$ cat src/rtl/ebi_pkg.sv
// rtl/ebi_pkg.sv - shared types and address decode for the EBI write dispatch path
package ebi_pkg;

   typedef enum logic [1:0] {TGT_VRAM, TGT_OAM, TGT_PALETTE, TGT_CTRL} target_t;

   localparam int TGT_MSB      = 15;
   localparam int TGT_LSB      = 14;
   localparam int LOCAL_ADDR_W = 14;

   typedef struct packed {
      target_t                 target;
      logic [LOCAL_ADDR_W-1:0] addr;
      logic [15:0]             data;
   } ebi_wr_t;

   // Upper address bits select the region, the rest is the word address inside it.
   function automatic ebi_wr_t decode(input logic [15:0] address, input logic [15:0] data);
      ebi_wr_t e;
      e.target = target_t'(address[TGT_MSB:TGT_LSB]);
      e.addr   = address[LOCAL_ADDR_W-1:0];
      e.data   = data;
      return e;
   endfunction

endpackage

$ cat src/rtl/sync_fifo.sv
// rtl/sync_fifo.sv - single-clock register-array FIFO with occupancy counter
module sync_fifo #(
   parameter int WIDTH = 32,
   parameter int DEPTH = 8,
   localparam int PTR_W = $clog2(DEPTH)
) (
   input  logic             clk,
   input  logic             reset,
   input  logic             push,
   input  logic             pop,
   input  logic [WIDTH-1:0] push_data,
   output logic [WIDTH-1:0] head,
   output logic             full,
   output logic             empty,
   output logic [PTR_W:0]   level
);

   logic [WIDTH-1:0] mem [DEPTH];
   logic [PTR_W-1:0] wr_ptr;
   logic [PTR_W-1:0] rd_ptr;
   logic             do_push;
   logic             do_pop;

   assign full    = (level == (PTR_W+1)'(DEPTH));
   assign empty   = (level == '0);
   assign do_pop  = pop && !empty;
   // A pop in the same cycle frees the slot, so a push at full still lands.
   assign do_push = push && (!full || do_pop);
   assign head    = mem[rd_ptr];

   always_ff @(posedge clk or posedge reset) begin
      if (reset) begin
         wr_ptr <= '0;
         rd_ptr <= '0;
         level  <= '0;
         for (int i = 0; i < DEPTH; i++) begin
            mem[i] <= '0;
         end
      end else begin
         if (do_push) begin
            mem[wr_ptr] <= push_data;
            wr_ptr      <= wr_ptr + 1'b1;
         end
         if (do_pop) begin
            rd_ptr <= rd_ptr + 1'b1;
         end
         case ({do_push, do_pop})
            2'b10:   level <= level + 1'b1;
            2'b01:   level <= level - 1'b1;
            default: level <= level;
         endcase
      end
   end

endmodule

$ cat src/rtl/ebi_write_dispatch.sv
// rtl/ebi_write_dispatch.sv - captures EBI writes, decodes region, drains via valid/ready
module ebi_write_dispatch
   import ebi_pkg::*;
#(
   parameter int DEPTH  = 8,
   parameter int ADDR_W = 16,
   parameter int DATA_W = 16
) (
   input  logic                     clk,
   input  logic                     reset,
   input  logic [ADDR_W-1:0]        address_in,
   input  logic [DATA_W-1:0]        data_in,
   input  logic                     data_ready,
   output logic                     wr_valid,
   input  logic                     wr_ready,
   output target_t                  wr_target,
   output logic [LOCAL_ADDR_W-1:0]  wr_addr,
   output logic [DATA_W-1:0]        wr_data,
   output logic [$clog2(DEPTH):0]   fifo_level,
   output logic                     overflow
);

   logic    data_ready_q;
   logic    push;
   logic    pop;
   logic    full;
   logic    empty;
   ebi_wr_t entry;
   ebi_wr_t head;

   // data_ready may be held for several cycles; only its rising edge is a new write.
   assign push  = data_ready && !data_ready_q;
   assign pop   = wr_valid && wr_ready;
   assign entry = decode(address_in, data_in);

   always_ff @(posedge clk or posedge reset) begin
      if (reset) begin
         data_ready_q <= 1'b0;
         overflow     <= 1'b0;
      end else begin
         data_ready_q <= data_ready;
         if (push && full && !pop) begin
            overflow <= 1'b1;
         end
      end
   end

   sync_fifo #(
      .WIDTH ($bits(ebi_wr_t)),
      .DEPTH (DEPTH)
   ) u_fifo (
      .clk       (clk),
      .reset     (reset),
      .push      (push),
      .pop       (pop),
      .push_data (entry),
      .head      (head),
      .full      (full),
      .empty     (empty),
      .level     (fifo_level)
   );

   assign wr_valid  = !empty;
   assign wr_target = head.target;
   assign wr_addr   = head.addr;
   assign wr_data   = head.data;

endmodule

$ cat config.mk
export PLATFORM = sky130hd
export DESIGN_NAME = ebi_write_dispatch
export DESIGN_NICKNAME = d
export VERILOG_FILES = /design/src/rtl/ebi_pkg.sv /design/src/rtl/sync_fifo.sv /design/src/rtl/ebi_write_dispatch.sv
export SDC_FILE = /design/constraint.sdc
export NUM_CORES = 1
export LEC_CHECK = 0
export BUFFER_PORTS_ARGS = -buffer_cell sky130_fd_sc_hd__buf_2
export CORE_MARGIN = 4
export CORE_UTILIZATION = 60
export DETAILED_ROUTE_END_ITERATION = 6
export GPL_TIMING_DRIVEN = 0
export PLACE_DENSITY = 0.77
export SLEW_MARGIN = 20
export SYNTH_ARGS = -nofsm -noshare
export SYNTH_HDL_FRONTEND = slang
export SYNTH_SLANG_ARGS = --single-unit
$ cat constraint.sdc
create_clock -name clk -period 19 [get_ports clk]
set_input_delay 1.9 -clock clk [delete_from_list [all_inputs] [get_ports clk]]
set_output_delay 1.9 -clock clk [all_outputs]
set_load 0.05 [all_outputs]
# After elaboration in Yosys (flattened, before gate mapping)
# Cells that the tools add are included.
# W data, S select, Z words.
word_totals:
  romBits: 0
  inputBits: 36
  output_inout_bits: 38
  n_memories: 0
  ram_bits: 0
  regBits: 268
  latchBits: 0
classes:
  mul: 0
  reduce_logical: 14
  n_div: 0
  n_eq_ne: 3
  n_bitwise: 2
  n_shift: 0
  n_mux: 7
  order_cmp: 3
  addsub: 4
ops:
  columns: ["op", "n"]
  rows:
  - ["$bwmux W256", 1]
  - ["$bmux W32 S3", 1]
  - ["$demux W32 S3", 1]
  - ["$mux W32", 3]
  - ["$ge A4 B4 Y1 const B", 2]
  - ["$not A3 Y4", 2]
  - ["$pmux W4 S2", 1]
  - ["$logic_and A1 B1 Y1", 7]
  - ["$add A3 B1 Y3 const B", 2]
  - ["$add A4 B1 Y4 const B", 1]
  - ["$eq A4 B4 Y1 const B", 1]
  - ["$logic_not A1 Y1", 4]
  - ["$logic_not A4 Y1", 1]
  - ["$lt A4 B1 Y1 const B", 1]
  - ["$sub A4 B1 Y4 const B", 1]
  - ["$eq A2 B1 Y1 const B", 1]
  - ["$eq A2 B2 Y1 const B", 1]
  - ["$reduce_bool A2 Y1", 1]
  - ["$logic_or A1 B1 Y1", 1]

# Longest topological paths before layout
depth:
  word_depth: 8
  ltp_mapped: 10

# Cells and area by module
# From an unflattened synthesis, not the netlist that was laid out.
hier_totals:
  hier_cells: 728
  area_unflattened_um2: 12326.8
modules_own_cells:
  columns: ["module", "instances", "area_per_inst_um2", "cells_per_inst"]
  rows:
  - ["sync_fifo", 1, 12218.0, 720]
  - ["ebi_write_dispatch", 1, 108.9, 8]

# Least setup slack after synthesis
# Ideal clock, no wire load.
synth_timing:
  path_type: "input-to-reg"
  startpoint: "input wr_ready"
  endpoint: "register u_fifo.level[3]"
  path_stages: 6
  setup_ns: 0.143
  path_buffers: 1
  arrival_time_ns: 3.589
  slack_ns: 15.267
  cell_sequence: "buf_2 -> o21ai_1 -> ha_1 -> or3b_2 -> a2111oi_0 -> o221ai_1"
synth_between:
  elab_chain_cells: 6
synth_rtl:
  columns: ["item", "line", "source"]
  rows:
  - ["from (decl)", "ebi_write_dispatch.sv:15", "input logic wr_ready,"]
  - ["$logic_and A1 B1 Y1 (*)", "ebi_write_dispatch.sv:33", "assign pop = wr_valid && wr_ready;"]
  - ["$logic_and A1 B1 Y1 (*)", "sync_fifo.sv:26", "assign do_pop = pop && !empty;"]
  - ["$logic_or A1 B1 Y1", "sync_fifo.sv:28", "assign do_push = push && (!full || do_pop);"]
  - ["$logic_and A1 B1 Y1", "sync_fifo.sv:28", null]
  - ["$eq A2 B1 Y1 or $eq A2 B2 Y1 (tied branches)", "sync_fifo.sv:47", "case ({do_push, do_pop})"]
  - ["$pmux W4 S2 or $reduce_bool A2 Y1 (tied branches)", null, null]
  - ["to (signal assigned)", "sync_fifo.sv:48", "2'b10: level <= level + 1'b1;"]
  - ["to (signal assigned)", "sync_fifo.sv:49", "2'b01: level <= level - 1'b1;"]
  - ["to (signal assigned)", "sync_fifo.sv:50", "default: level <= level;"]
  - ["to (decl)", "sync_fifo.sv:15", "output logic [PTR_W:0] level"]
# Mark *: on every way between the ends. The rest lies on a longest branch, timed or not.
# A chain may end at the register's enable or synchronous reset.

# Worst setup path after layout
layout_timing:
  startpoint: "register u_fifo.rd_ptr[1]"
  endpoint: "output wr_addr[0]"
layout_between:
  elab_chain_cells: 4
layout_rtl:
  columns: ["item", "line", "source"]
  rows:
  - ["from (decl)", "sync_fifo.sv:20", "logic [PTR_W-1:0] rd_ptr;"]
  - ["from (signal assigned)", "sync_fifo.sv:45", "rd_ptr <= rd_ptr + 1'b1;"]
  - ["$not A3 Y4 (implied by the code)", "sync_fifo.sv:29", "assign head = mem[rd_ptr];"]
  - ["$bmux W32 S3", "sync_fifo.sv:29", null]
  - ["$mux W32 (implied by the code) (2 in series)", "sync_fifo.sv:29", null]
  - ["to (decl)", "ebi_write_dispatch.sv:17", "output logic [LOCAL_ADDR_W-1:0] wr_addr,"]
# Every way passes these cells. The select of a mux whose other input is x is not followed.

==> results by group <==
Run status
  – Status: completed

GRT
  – Grt peak-use layer: met2
  – Total track usage: 0.243
  – Global-route wire length before repair: 42700 microns
  – Initial antenna violation count: 1
  – Vias in the first global route: 7433
  – Met2 Usage GRT: 0.413
  – GRT overflow: 0
  – Met3 Use GR: 0.0306
  – GR Layer Usage met1: 0.343
  – Largest net degree at the start of global routing: 98

Worst setup path
  – Critical Path RT: 17.10 ns
  – Critical path class: flip-flop to primary output
  – R2R depth: 8
  – R2r startpoint: u_fifo.level[2]
  – Critical-path maximum fanout: 10
  – Capturing point of the worst reg2reg path: u_fifo.level[3]
  – Type of origin of the critical path: flip-flop
  – Element type at the critical path end: primary output
  – Internal reg-to-reg setup slack: 15.91 ns
  – Worst EP arrival: 3.06 ns

Power and ir drop
  – Max rail drop VDD: 153 uV
  – Power Density: 203 nW/um^2
  – Leak Pwr: 6.33 nW
  – Overall Power: 2.86 mW

Floorplanning
  – IO Count: 74
  – Full die area: 23000 sq um
  – Starting density of the core: 0.610
  – Site row count: 52
  – Die height: 152 microns
  – Die X: 152 microns
  – Core Footprint: 20300 sq um

Timing
  – RSZ-0062 raised after global routing: no
  – Finish-stage setup viols: 0
  – Max Freq: 202 MHz
  – Clock skew: 0.00590 ns
  – Endpoints failing hold: 0
  – Slew Viols, Final: 0
  – Slew headroom: 0.350
  – Final Critical Period: 4.96 ns
  – Setup tns final: 0 ns
  – Fin crit share: 0.261
  – Least-Margin Pin Slew: 0.969 ns

Synth
  – Sequential share of the synthesized area: 0.541
  – Synth Area in XOR/XNOR: 0.00495
  – Top_reg_cell synth: dfrtp_1
  – Synth warn: 0
  – Adder-Cell Fraction of Synth Area: 0.00505
  – Async set or reset register ratio after synthesis: 1.00
  – Syn Inst Count: 722
  – #FFs+latches synth: 268
  – Simple-gate share of the synthesized area: 0.0107
  – Syn_area_per_cell: 17.2 sq um
  – Main combinational cell family by area after synthesis: multiplexers
  – Syn nets: 763
  – Synth Area in Compound Gates: 0.0129
  – EDFF count, synth: 0
  – Mux cell area share after synthesis: 0.400
  – Yosys cell types: 42
  – Cell area after synthesis: 12400 sq um

Job
  – Max_cap viols: 0

Cells and area
  – Leading cell type in the layout, fill and taps excluded: dfrtp_1
  – Synth-to-Final Area Change: 13.9%
  – Most frequent cells in the layout: 268 x dfrtp_1, 201 x mux2_2, 91 x buf_2
  – ANT cells: 0
  – # nets final: 867
  – Design area: 14100 sq um
  – Share of post-route cells with drive strength above 1: 0.579

Route
  – Initial DRC Count: 322
  – Final WL: 26900 microns
  – Post-route ant nets: 0
  – Via count: 6862
  – Total iterations of the first detailed-routing run: 4
  – Drt wl/cell: 24.0 microns
  – Drt drc: 0
  – Via-to-Cell Ratio: 6.14

Clocking
  – Setup repair bufs after CTS: 0
  – CTS Root Cell: clkbuf_16
  – H-tree levels: 1
  – Clock transition at path regs: 0.06 ns
  – Clock Tree Buf Depth: 3
  – Hold Buf Count CTS: 0
  – Worst-Skew Late Latency: 0.53 ns
  – TritonCTS Buffers: 28
  – CTS tree: built
  – Clock Sinks: 268
  – Post-CTS sizing: 0

Worst hold path
  – Hold Crit Start: overflow
  – Worst hold endpoint: overflow
  – Hold crit path type: flip-flop to flip-flop
  – Hold Path Depth: 1

Place
  – Post-DP HPWL: 17000 microns
  – Placement Cell Area: 13200 sq um
  – Port bufs: 72
  – Routability Congestion: 0.768
==> critical path: stages (launching register included) <==
cell and delay (ns):
dfrtp_1 0.37, clkbuf_1 0.49, clkbuf_1 0.73, mux4_2 0.40, mux2_2 0.30, buf_2 0.22
==> per-stage QoR <==
stage	util	cells	setup WS [ns]	hold WS, ns
final	0.695	1118	14.04	0.489
after global routing	0.695	1118	13.95	0.498
after CTS	0.695	1118	14.05	0.495
after detailed placement	0.648	1066	14.63	0.477
after global placement	0.645	1064	7.68	0.468
after floorplan	-	722	9.72	0.459
==> sequential cells by signal, indices dropped and copies added (netlist names) <==
name,flops
u_fifo.level,4
u_fifo.mem,256
data_ready_q,1
overflow,1
u_fifo.rd_ptr,3
u_fifo.wr_ptr,3
==> layer usage <==
| metal | vias up | share of wire |
|---|---|---|
| li1 | 2934 | - |
| met1 | 3720 | 0.43 |
| met2 | 157 | 0.51 |
| met3 | 49 | 0.041 |
| met4 | 2 | 0.023 |
| met5 | - | 0.00048 |
==> logic make-up (layout without fill, tap and decap cells) <==
| family | after synthesis | in the layout |
|---|---|---|
| mux | 356 | 356 |
| xor+xnor | 7 | 7 |
| buf+inv | 53 | 179 |
| flops | 268 | 268 |
| fa+ha+maj | 5 | 5 |
| compound gates | 17 | 17 |
| simple gates | 16 | 16 |
==> power breakdown <==
part	switching (mW)	internal, mW	total [mW]	leakage, nW
Clock	0.223	0.335	0.557	0.480
Combinational	0.683	0.620	1.30	2.54
Sequential	0.153	0.851	1.00	3.31
Total	1.06	1.81	2.86	6.33
==> area by class of cell <==
type                    instances  area (sq um)
flip-flops and latches        268          6710
fillers                      1351          6180
multi-input cells             401          5370
clock buffers                  44           892
repair buffers                 74           415
well taps                     270           338
plain buffers                  47           292
clock inverters                 8          71.3
inverters                       6          30.0
==> cells in the mapped netlist (2+ instances only) <==
library cell | count | area [sq um]
mux2_1 | 30 | 338
dfrtp_1 | 268 | 6710
or4_1 | 2 | 15.0
buf_2 | 19 | 95.1
inv_1 | 6 | 22.5
ha_1 | 5 | 62.6
o211a_4 | 2 | 35.0
a211oi_1 | 2 | 15.0
mux2_2 | 201 | 2260
nor2b_1 | 2 | 12.5
mux2_4 | 60 | 901
buf_4 | 4 | 30.0
o211ai_2 | 2 | 25.0
clkbuf_1 | 13 | 48.8
a211o_1 | 2 | 17.5
buf_6 | 10 | 113
mux4_2 | 64 | 1440
xnor2_1 | 6 | 52.6
==> worst max path at each step <==
stage	from	end	slack, ns	depth (start not counted)
2_1_floorplan	reset	data_ready_q	9.72	1
3_3_place_gp	reset	u_fifo.mem[215]	7.68	2
3_5_place_dp	u_fifo.rd_ptr[1]	wr_addr[0]	14.63	5
4_1_cts	u_fifo.rd_ptr[1]	wr_addr[13]	14.05	5
5_1_grt	u_fifo.rd_ptr[1]	wr_data[14]	13.95	5
6_report	u_fifo.rd_ptr[1]	wr_addr[0]	14.04	5
Note: power is estimated with default switching activity, not from simulation.
